[config.mk]
export PLATFORM = sky130hd
export DESIGN_NAME = n_reg
export DESIGN_NICKNAME = d
export VERILOG_FILES = /design/src/rtl/n_reg.sv
export SDC_FILE = /design/constraint.sdc
export NUM_CORES = 1
export LEC_CHECK = 0
export ABC_AREA = 1
export BUFFER_PORTS_ARGS = -buffer_cell sky130_fd_sc_hd__buf_2
export CAP_MARGIN = 20
export CORE_AREA = 2 2 39 41
export DETAILED_ROUTE_END_ITERATION = 6
export DIE_AREA = 0 0 41 43
export PLACE_DENSITY = 0.55
export SYNTH_ARGS = -nofsm -noshare
export SYNTH_HDL_FRONTEND = slang
export SYNTH_SLANG_ARGS = --single-unit
[constraint.sdc]
create_clock -name CLOCK -period 0.8 [get_ports CLOCK]
set_input_delay 0.12 -clock CLOCK [delete_from_list [all_inputs] [get_ports CLOCK]]
set_output_delay 0.12 -clock CLOCK [all_outputs]
set_load 0.03 [all_outputs]
[src/rtl/n_reg.sv]
// n_reg: parameterised-width storage register.
//   - Q updates to D on a rising CLOCK edge when Load is high, and holds otherwise.
//   - Clear is asynchronous and active-high. It forces Q to RESET_VALUE and overrides Load.
//   - Q comes straight from the flops. There is no combinational path from D or Load.
// Optional feature: define N_REG_XCHECK_EN to add simulation-only X/Z checking
// on Load, D and Clear. This checking is not part of the synthesised logic.
`timescale 1ns/1ps

module n_reg #(
    parameter int          WIDTH       = 8,
    parameter logic [63:0] RESET_VALUE = '0
) (
    input  logic             CLOCK,
    input  logic             Load,
    input  logic             Clear,
    input  logic [WIDTH-1:0] D,
    output logic [WIDTH-1:0] Q
);

    // RESET_VALUE is carried at the full 64-bit legal maximum, then truncated to the instance width.
    localparam logic [WIDTH-1:0] RST_VAL = RESET_VALUE[WIDTH-1:0];

    logic [WIDTH-1:0] q_reg;

`ifdef N_REG_XCHECK_EN
    // Storage: a clear wins outright. An unknown Load poisons the contents, so a
    // bad enable cannot hide behind a stale value.
    always_ff @(posedge CLOCK or posedge Clear) begin
        if (Clear)
            q_reg <= RST_VAL;
        else if ($isunknown(Load))
            q_reg <= {WIDTH{1'bx}};
        else if (Load)
            q_reg <= D;
    end

    // Edge-time input checks. These only apply while the register is out of clear.
    always @(posedge CLOCK) begin
        if (Clear === 1'b0) begin
            if ($isunknown(Load))
                $error("%m: Load is X/Z at rising edge, t=%0t", $time);
            else if (Load && $isunknown(D))
                $warning("%m: D has X/Z bits while loading, t=%0t", $time);
        end
    end

    // Clear is level-sensitive and asynchronous, so it is watched continuously rather than only at edges.
    always @(Clear) begin
        if ($isunknown(Clear))
            $error("%m: Clear is X/Z, t=%0t", $time);
    end
`else
    // Storage: an asynchronous clear takes priority. Otherwise the register loads on enable and holds without it.
    always_ff @(posedge CLOCK or posedge Clear) begin
        if (Clear)
            q_reg <= RST_VAL;
        else if (Load)
            q_reg <= D;
    end
`endif

    assign Q = q_reg;

endmodule

==> results.md <==
- Result of the run: finished with violations
- Violated checks: setup timing
- Largest net degree at the start of global routing: 10
- Top-level I/O count: 19
- Worst slew slack as a fraction of its limit: 80.15%
- Kind of start point of the critical path: register
- Cells after synthesis: 35
- Launch instance of the worst register-to-register path: Q[5]
- Area share of the largest cell type after synthesis: between 60% and 70%
- Fraction of final layout cells with drive strength greater than 1: approximately 44%
- Library cell used as clock root buffer: sky130_fd_sc_hd__clkbuf_4
- Final layout net count: 74
- NetSw: 0.3016 mW
- Clock power share: 29.7%
- Worst-case register-to-register setup slack: -30 ps
- Overall power of the completed layout: 1.044 mW
- Setup-failing EPs final: 9
- Hold wc startpoint: D[2]
- Floorplan row count: 14
- Core utilization of the finished layout: roughly two fifths
- Unrepaired setup endpoints after global routing: true
- Distinct cell type count of the synthesized netlist: 5
- Hold depth: 3
- Synth top area cells: sky130_fd_sc_hd__dfrtp_1, sky130_fd_sc_hd__nand2_1, sky130_fd_sc_hd__buf_6
- Cell internal pwr: 0.7424 mW
- Share of synthesized cell area in and, or, nand and nor gates: 29.15%
- Hold path endpoint: Q[2]
- Antenna Cells: 0
- Cell Chain, Critical Path: buf_6
- FMAX: ~1.1 GHz
- Avg Synthesized Cell Area: approximately 9 sq um
- Routed wire length: just over 700 um
- Sequential power share: around 45%
- Input/output buffers: 18
- Area overhead of the layout relative to synthesis: 70.85%
- #FFs+latches synth: 8
- Switching Share: 28.89%
- Mux share of post-synthesis cell area: 0%
- CP max stage cell: sky130_fd_sc_hd__dfrtp_1
- Critical Path RT: roughly 680 ps
- Buf+Inv Stages, Crit Path: 1
- Peak ir drop on the vdd network: between 0.0007 and 0.0008 V
- CTS clock-pin slew for the worst setup and hold paths: 50 ps
- Average wire per standard cell: ~9.4 um
- Count of vias placed by the detailed router: between 300 and 400
- Type of the setup path with the least slack: register to output port
- Reg2Reg Depth: 4
- Post-route ant nets: 0
- Area share of xor/xnor cells in the synthesized design: 0%
- MaxCap Viol Count: 0
- Warnings, synthesis: 0
- Largest fanout on the critical path: 2
- Delay contributed by the slowest stage of the critical path: just under 400 ps
- Clock tree from TritonCTS: done
- Floorplan die width: 41 um
- Path category of the worst min-delay check: input pin to register
- Iter 0 DRT Violations: 5
- Maximum clock path buffer count: 2
- Worst Tran Pin Value: slightly below 300 ps
- Cell total after placement: slightly below 70
- Critical Path AT: 790 ps
- TritonCTS Buffers: 3
- Logic pwr share: about a quarter
- Number of antenna violations at the first check in global routing: 0
- Initial standard-cell utilization of the core: 22.33%
- Final number of hold-violating endpoints: 0
- Final clock skew: 0 ps
- Power density relative to cell area: between 1500 and 2000 mW/mm^2
- Number of global-route vias before repair: approximately 260
- Lkg Pwr: about 0.31 nW
- Area share of fa/ha/maj cells after synthesis: 0%
- TritonRoute pass-1 iters: 3
- Tcrit/Tclk final: 114.3%
- Synthesized net count: 46
- DPL Wire Length: between 400 and 500 um
- Die area: between 0.0015 and 0.002 sq mm
- Last weighted congestion value of the routability-driven placer: just under 0.6
- Final setup margin: -114.1 ps
- Global-route wire length before repair: between 1 and 1.5 mm
- Family of cells with the greatest summed delay on the critical path: flip-flops
- Core region area: about 0.0014 sq mm
- Chip Height: 43 um
- Post-route insts no fill: just under 80
- Most area-hungry cell type in the Yosys netlist: sky130_fd_sc_hd__dfrtp_1
- Reg-to-Reg End: Q[5]
- Time the final worst path needs with I/O delays and setup: just over 900 ps
- Post-DR vias/cell: around 4
- Worst-case hold slack: 65.32 ps
- CTS HTree Levels: 1
- Congestion Overflow GR: 0
- Fin. max-slew vios: 0
- Total global routing track utilization: under 10%
- Clock latency of the later-clocked register in the worst-skew pair: 250 ps
- Synth Area in Compound Gates: 0%
- Flip-flop count of the largest register, all copies and words added: 8
- Critical path endpoint category: output port
- Post-detailed-route DRC marker count: 0
- Fraction of the yosys area taken by sequential cells: roughly 65%
- Main combinational cell family by area after synthesis: simple AND/OR/NAND/NOR gates
- Cell area after synthesis: a little over 300 sq um
- # clock sinks: 8
-- stage by stage --
stage,setup WS [ps],cell area [sq um],TNS (ps)
finish,-114.1,528.0,-856.6
global route,-139.1,528.0,-1066
floorplan,71.03,309.0,0
detailed placement,134.5,407.9,0
global placement,128.2,407.9,0
CTS,-118.1,505.5,-867.2
-- tightest hold or removal path: stages --
cell,delay [ps]
sky130_fd_sc_hd__buf_2,70
sky130_fd_sc_hd__nand2_1,40
sky130_fd_sc_hd__nand2_1,50
-- what timing repair did --
| item | in CTS | in global routing |
|---|---|---|
| endpoints found under the setup margin | 8 | 8 |
| cloned | 0 | 0 |
| pin swaps | 0 | 0 |
| endpoints found under the hold margin | 8 | 0 |
| buffers inserted | 2 | 3 |
| hold buffers | 1 | 0 |
| resized for setup | 16 | 0 |
-- placed cells by master (no fill, tap or decap) --
cell type	n
sky130_fd_sc_hd__buf_2	10
sky130_fd_sc_hd__buf_4	5
sky130_fd_sc_hd__buf_6	8
sky130_fd_sc_hd__clkbuf_4	3
sky130_fd_sc_hd__dfrtp_1	8
sky130_fd_sc_hd__dlygate4sd3_1	1
sky130_fd_sc_hd__inv_1	1
sky130_fd_sc_hd__inv_2	1
sky130_fd_sc_hd__nand2_1	24
-- synth_stat cells, drive strengths merged --
master,count
dfrtp,8
buf,1
nand2,24
inv,2
-- layout make-up --
cell class | count | area [sq um]
clock buffer | 3 | 22.52
fill | 155 | 855.8
inverter | 2 | 7.507
multi-input combinational | 24 | 90.09
sequential | 8 | 200.2
tap | 16 | 20.02
timing repair buffer | 24 | 187.7
-- worst max-delay path by stage --
stage / start / to / slack, ps / cells after the start
floorplan: Q[0] / Q[0] / 70 / 2
global placement: Load / Q[5] / 130 / 4
detailed placement: Load / Q[6] / 130 / 4
CTS: Q[2] / Q[2] / -120 / 1
global route: Q[4] / Q[4] / -140 / 1
finish: Q[3] / Q[3] / -110 / 1
-- logic make-up after synthesis --
kind of cell,after synthesis
buffers and inverters,3
AND/OR/NAND/NOR,24
flip-flops,8
-- power by group through the flow --
stage          Sequential [mW]  Combinational, mW  Clock, mW
2_1_floorplan            0.539             0.0512          0
3_3_place_gp             0.465              0.192          0
3_5_place_dp             0.465              0.192          0
4_1_cts                  0.467              0.251      0.321
5_1_grt                  0.470              0.287      0.338
6_report                 0.467              0.266      0.310
-- per-layer routing --
layer | vias to the layer above | wire, um | GRT usage, %
met4 | 0 | 11 | 10.00
li1 | 155 | - | -
met3 | 2 | 53 | 3.141
met2 | 13 | 360 | 11.88
met1 | 134 | 299 | 12.67
met5 | - | 0 | 0
Power figures use the tool's default switching activity.
